`config.mk`:
```
export PLATFORM = sky130hd
export DESIGN_NAME = mealy_seq_counter
export DESIGN_NICKNAME = d
export VERILOG_FILES = /design/src/rtl/mealy_seq_pkg.sv /design/src/rtl/seq_table.sv /design/src/rtl/mealy_seq_counter.sv
export SDC_FILE = /design/constraint.sdc
export NUM_CORES = 1
export LEC_CHECK = 0
export BUFFER_PORTS_ARGS = -buffer_cell sky130_fd_sc_hd__buf_2
export CORE_MARGIN = 1.5
export CORE_UTILIZATION = 29
export CTS_CLUSTER_DIAMETER = 200
export CTS_CLUSTER_SIZE = 14
export DETAILED_ROUTE_END_ITERATION = 16
export PLACE_DENSITY = 0.52
export SETUP_SLACK_MARGIN = 0.05
export SYNTH_ARGS = -nofsm -noshare
export SYNTH_HDL_FRONTEND = slang
export SYNTH_SLANG_ARGS = --single-unit
export TNS_END_PERCENT = 20
```
`constraint.sdc`:
```
create_clock -name Clock -period 3.1 [get_ports Clock]
set_clock_uncertainty 0.2 [all_clocks]
set_input_delay 0 -clock Clock [delete_from_list [all_inputs] [get_ports Clock]]
set_output_delay 0 -clock Clock [all_outputs]
set_load 0.05 [all_outputs]
```
`src/rtl/mealy_seq_pkg.sv`:
```
// Shared constants and state typedef for the Mealy up/down sequence counter.
package mealy_seq_pkg;
  localparam int DATA_W_DEF = 4;
  localparam int DEPTH_DEF  = 9;
  localparam logic [3:0] ERR_CODE_DEF = 4'hF;
  localparam logic [35:0] DEFAULT_INIT =
    {4'd7, 4'd2, 4'd9, 4'd1, 4'd0, 4'd8, 4'd6, 4'd5, 4'd4};

  typedef enum logic {
    ST_RUN = 1'b0,
    ST_ERR = 1'b1
  } state_e;
endpackage

```
`src/rtl/seq_table.sv`:
```
// DEPTH x DATA_W code table: synchronous reload from INIT, one write port,
// two combinational read ports.
module seq_table #(
  parameter int DATA_W = 4,
  parameter int DEPTH  = 9,
  parameter logic [DEPTH*DATA_W-1:0] INIT = '0,
  localparam int IDX_W = $clog2(DEPTH)
) (
  input  logic              Clock,
  input  logic              Reset,
  input  logic              we,
  input  logic [IDX_W-1:0]  waddr,
  input  logic [DATA_W-1:0] wdata,
  input  logic [IDX_W-1:0]  raddr_a,
  output logic [DATA_W-1:0] rdata_a,
  input  logic [IDX_W-1:0]  raddr_b,
  output logic [DATA_W-1:0] rdata_b
);
  logic [DATA_W-1:0] mem [DEPTH];

  // Addresses at or beyond DEPTH match no entry, so such writes are dropped.
  always_ff @(posedge Clock) begin
    for (int i = 0; i < DEPTH; i++) begin
      if (Reset) begin
        mem[i] <= INIT[i*DATA_W +: DATA_W];
      end else if (we && (waddr == IDX_W'(i))) begin
        mem[i] <= wdata;
      end
    end
  end

  always_comb begin
    rdata_a = '0;
    rdata_b = '0;
    for (int i = 0; i < DEPTH; i++) begin
      if (raddr_a == IDX_W'(i)) rdata_a = mem[i];
      if (raddr_b == IDX_W'(i)) rdata_b = mem[i];
    end
  end
endmodule

```
`src/rtl/mealy_seq_counter.sv`:
```
// Up/down sequence counter over a loadable code table; Up&Down traps into ERR.
// bin is the Mealy output: the code of the state being entered this cycle.
module mealy_seq_counter
  import mealy_seq_pkg::*;
#(
  parameter int DATA_W = DATA_W_DEF,
  parameter int DEPTH  = DEPTH_DEF,
  parameter logic [DATA_W-1:0] ERR_CODE = ERR_CODE_DEF,
  parameter bit WRAP = 1'b1,
  parameter logic [DEPTH*DATA_W-1:0] INIT = DEFAULT_INIT,
  localparam int IDX_W = $clog2(DEPTH)
) (
  input  logic              Clock,
  input  logic              Reset,
  input  logic              Up,
  input  logic              Down,
  input  logic              LoadEn,
  input  logic [IDX_W-1:0]  LoadAddr,
  input  logic [DATA_W-1:0] LoadData,
  output logic [DATA_W-1:0] bin,
  output logic [IDX_W-1:0]  idx,
  output logic              error,
  output logic              wrapped
);
  localparam logic [IDX_W-1:0] LAST = IDX_W'(DEPTH - 1);

  state_e            state, nxt_state;
  logic [IDX_W-1:0]  nxt_idx;
  logic              nxt_wrap;
  logic              stepping;
  logic [DATA_W-1:0] rd_cur, rd_nxt;

  seq_table #(
    .DATA_W (DATA_W),
    .DEPTH  (DEPTH),
    .INIT   (INIT)
  ) u_table (
    .Clock   (Clock),
    .Reset   (Reset),
    .we      (LoadEn),
    .waddr   (LoadAddr),
    .wdata   (LoadData),
    .raddr_a (idx),
    .rdata_a (rd_cur),
    .raddr_b (nxt_idx),
    .rdata_b (rd_nxt)
  );

  // Priority below Reset: LoadEn, Up&Down, ERR exit, Up, Down, hold.
  always_comb begin
    nxt_idx   = idx;
    nxt_state = state;
    nxt_wrap  = 1'b0;
    stepping  = 1'b0;
    if (LoadEn) begin
      nxt_state = state;
    end else if (Up && Down) begin
      nxt_state = ST_ERR;
    end else if (state == ST_ERR) begin
      if (Up ^ Down) begin
        nxt_state = ST_RUN;
        nxt_idx   = '0;
        stepping  = 1'b1;
      end
    end else if (Up) begin
      stepping = 1'b1;
      if (idx == LAST) begin
        nxt_wrap = 1'b1;
        nxt_idx  = WRAP ? '0 : LAST;
      end else begin
        nxt_idx = idx + IDX_W'(1);
      end
    end else if (Down) begin
      stepping = 1'b1;
      if (idx == '0) begin
        nxt_wrap = 1'b1;
        nxt_idx  = WRAP ? LAST : '0;
      end else begin
        nxt_idx = idx - IDX_W'(1);
      end
    end
  end

  // Hold paths read the current entry so they bypass the index arithmetic.
  always_comb begin
    if (Reset)                  bin = INIT[DATA_W-1:0];
    else if (nxt_state == ST_ERR) bin = ERR_CODE;
    else if (stepping)          bin = rd_nxt;
    else                        bin = rd_cur;
  end

  always_ff @(posedge Clock) begin
    if (Reset) begin
      idx     <= '0;
      state   <= ST_RUN;
      wrapped <= 1'b0;
    end else begin
      idx     <= nxt_idx;
      state   <= nxt_state;
      wrapped <= nxt_wrap;
    end
  end

  assign error = (state == ST_ERR);
endmodule

```
======== After elaboration in Yosys (flattened, before gate mapping) ========
Memory sizes are Yosys's and may differ from the RTL's.
Index checks and enable logic that the tools add are counted.
word-level totals
  register bits ........................... 6
  latch bits .............................. 0
  bits in writable memories ............... 36
  memory bits (read-only) ................. 0
  input bits .............................. 13
  output and inout bits ................... 10
  word-level logic and storage cells ...... 135
  memories kept ........................... 1
cells by class
  add/sub/neg operators ................... 2
  multipliers ............................. 0
  divide/modulo/power cells ............... 0
  magnitude comparators ................... 0
  equality and inequality tests ........... 24
  shifts and indexed selects .............. 0
  multiplexer cells ....................... 81
  bitwise logic cells ..................... 10
  reduce and logical (&&, ||, !) cells .... 14
memories
  memory       depth  bits a word  rd ports  clocked after memory_dff  write ports  line             source
  u_table.mem  9      4            9         0                         9            seq_table.sv:19  logic [DATA_W-1:0] mem [DEPTH];
operator list
  cell                                                 count
  2-to-1 mux 4 bit                                     38
  equality test 4 x 3 -> 1 bit, second input constant  12
  2-to-1 mux 1 bit                                     43
  equality test 4 x 2 -> 1 bit, second input constant  6
  equality test 4 x 1 -> 1 bit, second input constant  3
  equality test 4 bit, second input constant           3
  zero test 4 bit                                      3
  logical AND 1 bit                                    10
  OR 1 bit                                             9
  adder 4 x 1 -> 4 bit, second input constant          1
  OR reduction 4 bit                                   1
  subtractor 4 x 1 -> 4 bit, second input constant     1
  XOR 1 bit                                            1

======== Logic depth before layout (Yosys ltp) ========
  depth after elaboration ................. 20
  depth in mapped cells ................... 12
  depth with buffers taken out ............ 9

======== Modules after synthesis ========
From an unflattened synthesis, not the netlist that was laid out.
unflattened totals
  cell total of the unflattened synthesis .. 320
  area, all modules ....................... 2905.3 µm²
modules (own cells, without submodules)
  module             instances  cells an instance  area each (µm²)  seq. area each (µm²)
  seq_table          1          245                2290.9           1081.0
  mealy_seq_counter  1          75                 614.3            120.1

======== Worst setup path before layout ========
OpenSTA, ideal clock, no wires.
  path kind ............................... register to output
  start ................................... register idx[0]
  end ..................................... output port bin[1]
  arrival ................................. 3.827 ns
  required time ........................... 2.900 ns
  setup slack ............................. -0.927 ns
  cell stages (with the launch flop) ...... 12
  path buffers ............................ 2
  cell sequence ........................... dfxtp_1 buf_2 inv_1 ha_1 buf_2 or2_1 a32o_1 a22oi_2 nand2_2 nor3_1 a221oi_1 o32ai_1
on the way
  longest elaborated chain between the ends .. 20
  elaborated cells on any way between the ends .. 49
  those cells by class .................... add/sub: 2; eq/ne: 16; mux: 29; reduce/logical: 2
ends and longest elaborated chain
  what                                                          line                                                               source
  start: declaration                                            mealy_seq_counter.sv:21                                            output logic [IDX_W-1:0] idx,
  start signal: assignment                                      mealy_seq_counter.sv:98                                            idx <= nxt_idx;
  subtractor 4 x 1 -> 4 bit or zero test 4 bit (tied branches)  mealy_seq_counter.sv:79, seq_table.sv:36, mealy_seq_counter.sv:75
  2-to-1 mux 4 bit                                              mealy_seq_counter.sv:75                                            if (idx == '0) begin
  2-to-1 mux 4 bit                                              mealy_seq_counter.sv:73                                            end else if (Down) begin
  2-to-1 mux 4 bit                                              mealy_seq_counter.sv:65                                            end else if (Up) begin
  2-to-1 mux 4 bit                                              mealy_seq_counter.sv:59                                            end else if (state == ST_ERR) begin
  2-to-1 mux 4 bit                                              mealy_seq_counter.sv:57                                            end else if (Up && Down) begin
  2-to-1 mux 4 bit                                              mealy_seq_counter.sv:55                                            if (LoadEn) begin
  zero test 4 bit                                               seq_table.sv:37                                                    if (raddr_b == IDX_W'(i)) rdata_b = mem[i];
  2-to-1 mux 4 bit (9 in series)                                seq_table.sv:37
  2-to-1 mux 4 bit (*)                                          mealy_seq_counter.sv:88                                            else if (stepping) bin = rd_nxt;
  2-to-1 mux 4 bit (*)                                          mealy_seq_counter.sv:87                                            else if (nxt_state == ST_ERR) bin = ERR_CODE;
  2-to-1 mux 4 bit (*)                                          mealy_seq_counter.sv:86                                            if (Reset) bin = INIT[DATA_W-1:0];
  end: declaration                                              mealy_seq_counter.sv:20                                            output logic [DATA_W-1:0] bin,
Mark *: on every way between the ends. The rest lies on a longest branch, timed or not.

======== Worst setup path in the final report ========
  start ................................... register idx[0]
  end ..................................... output port bin[3]
Same word-level chain as after synthesis.

==> impl_metrics.tcl <==
set metrics [dict create \
    ff2ff_path_depth 8 \
    wirelength_mm 8.44 \
    io_buffers 22 \
    rsz0062_at_grt "yes" \
    setup.worst_path.end "bin[3]" \
    drc 0 \
    grt_usage_pct 17.0 \
    grt_max_degree 21 \
    powerDensity_mw_per_mm2 445 \
    synth_common_cells "edfxtp_1 (36), nand2_1 (25), and2_1 (15), inv_1 (15), nor2_1 (15)" \
    cp.arrival_ps 2830 \
    gr-total-overflow 0 \
    routed_via_density 5.24 \
    area_delta_synth_final_pct 30.7 \
    via_count 2541 \
    synth_flop_cell "edfxtp_1" \
    muxShareOfSynthArea_pct 3.98 \
    yosysWarnings 0 \
    rows 36 \
    place_area_mm2 0.00323 \
    core_area_mm2 0.00973 \
    fin_tns_setup_ps 0 \
    dr.pass1.iters 4 \
    die_y_um 103 \
    synthTopCellsByArea "edfxtp_1 (37%), dfxtp_1 (4.2%), and2_1 (3.2%)" \
    layout-drive-gt1-share_pct 30.7 \
    setup_viol 0 \
    design_area_mm2 0.00378 \
    start_util_pct 29.7 \
    synth-edff-count 36 \
    synth_nets 319 \
    p_leak_nw 1.37 \
    fin_hold_ws_ps 69.2 \
    yosysTopAreaCell "edfxtp_1" \
    yosysUniqueCellTypes 66 \
    synth_top_family_by_area "compound AO/OA/AOI/OAI gates" \
    clk_root_buffer_cell "clkbuf_8" \
    synthArstFlopShare_pct 0 \
    r2r_start "idx[0]" \
    nNetsFinal 370 \
    cts_tree "yes" \
    grt_pass1_wl_mm 13.7 \
    final_cells 485 \
    maxCapViolations 0 \
    r2r_setup_slack_ps 1010 \
    clk_pin_slew_worst_paths_ps 90 \
    min_period_ps 3030 \
    cp-startpoint "idx[0]" \
    cts_buffers 5 \
    synthCells 300 \
    dp.final_hpwl_mm 6.19 \
    synthXorXnorAreaFrac_pct 0 \
    clock_path_buffers 2 \
    grt_pass1_vias 2587 \
    syn-cell-area_mm2 0.00289 \
    avgSynthCellArea_um2 9.63 \
    fmax_mhz 330 \
    worstMarginPinSlew_ps 665 \
    synth_compound_area_share_pct 23.2 \
    hold_viol_final 0 \
    fillers 998 \
    yosys.area_share.adder_pct 2.60 \
    n_antenna_cell 0 \
    placedCellCount 451 \
    hold_class "in -> reg" \
    synthSimpleGateAreaFrac_pct 22.8 \
    criticalPathCategory "reg -> out" \
    fin_crit_sh_pct 97.9 \
    relSlewSlack_pct 55.2 \
    ios 23 \
    worst_setup_path_start_kind "flop" \
    crit_required_ps 2900 \
    wl_per_cell_um 17.4 \
    postSynthRegisterBits 42 \
    timing.rr.end "idx[1]" \
    antenna_found_initial 0 \
    yosysMostFrequentCell "edfxtp_1" \
    status "complete, no violations" \
    clkSinkCount 42 \
    ir_drop_mv 0.223 \
    dieArea_mm2 0.0106 \
    total_power_mw 1.68 \
    drt_iter0_markers 106 \
    seq_area_frac_synth_pct 41.6 \
    end_kind "output pin" \
    synth_top_cell_area_share_pct 37.4 \
    clk_latency_ps 300 \
    die-width_um 103 \
    maxSlewViolCount 0 \
    ant_nets 0 \
    cts_max_level 2 \
    gp_congestion 0.946 \
    crit_fanout 10 \
]
[report_power, final]
group / total (mW) / leakage, nW / internal (mW) / switching [mW]
registers: 0.676 / 0.401 / 0.646 / 0.0303
clock network: 0.533 / 0.0683 / 0.323 / 0.210
logic: 0.472 / 0.896 / 0.202 / 0.270
[logic make-up after synthesis]
kind of cell,count (synthesis)
buffers and inverters,34
AO/OA/AOI/OAI,86
AND/OR/NAND/NOR,121
adder cells (fa/ha/maj),6
flip-flops,42
multiplexers,11
[metrics by stage]
stage / util [%] / worst slack (ps)
5_1_grt: 38.8 / -30.9
4_1_cts: 38.0 / 40.5
6_report: 38.8 / 65.9
2_1_floorplan: - / 50.7
3_5_place_dp: 33.2 / 89.6
3_3_place_gp: 33.2 / 151
[per-layer routing]
layer  share of wire, %  vias up  GRT usage [%]
li1                   -     1231              -
met1                 46     1235           22.8
met2                 49       61           29.3
met3                3.5       14           2.24
met4                1.5        0           3.85
met5                  0        -              0
[critical path, stage by stage, from the launching register on]
cell,delay [ps]
dfxtp_4,370
inv_4,60
ha_4,140
or3b_4,390
a32o_2,300
a22o_4,250
buf_6,150
mux2_2,280
o22ai_2,140
o2bb2ai_2,160
o32ai_4,120
buf_6,180
[registers in the layout, indices dropped and copies added, names as in the netlist]
| name | cells |
|---|---|
| u_table.mem | 36 |
| idx | 4 |
| error | 1 |
| wrapped | 1 |
[worst min path at each step]
stage,from,end,slack (ps),cells past startpoint
after CTS,Down,wrapped,60,4
after floorplan,LoadData[2],u_table.mem[0][2],-20,1
after detailed placement,LoadData[3],u_table.mem[4][3],100,2
after global routing,Down,wrapped,120,4
final,Down,wrapped,70,4
after global placement,LoadData[3],u_table.mem[4][3],100,2
[final cells by class]
cell class / instances / area (um2) / share of cell area [%]
Clock buffer: 5 / 68.8 / 1.82
Sequential cell: 42 / 1210 / 32.0
Multi-Input combinational cell: 224 / 1720 / 45.4
Inverter: 15 / 58.8 / 1.56
Timing Repair Buffer: 63 / 493 / 13.0
Tap cell: 133 / 166 / 4.40
Clock inverter: 3 / 68.8 / 1.82
[placed cells by master, fill, tap and decap left out, drive strengths merged, types with 4 or more instances in the layout]
cell,Yosys,final
a211oi,4,4
a21oi,15,15
a221oi,11,11
a22oi,4,4
a31oi,4,4
and2,15,15
buf,7,51
clkbuf,12,5
dfxtp,6,6
dlygate4sd3,0,12
edfxtp,36,36
ha,6,6
inv,15,15
mux2,4,4
mux2i,7,7
nand2,26,26
nand2b,8,8
nand3,10,10
nor2,15,15
nor2b,9,9
nor3,12,12
nor4,6,6
o21ai,12,12
o22ai,5,5
or3,6,6
[repair_timing]
item	in CTS	in global routing
endpoints found under the hold margin	41	0
setup endpoints to repair	4	4
pin swaps	13	9
hold buffers	12	0
setup buffers	12	2
gates resized for setup	29	14
(Power assumes the default switching activity.)
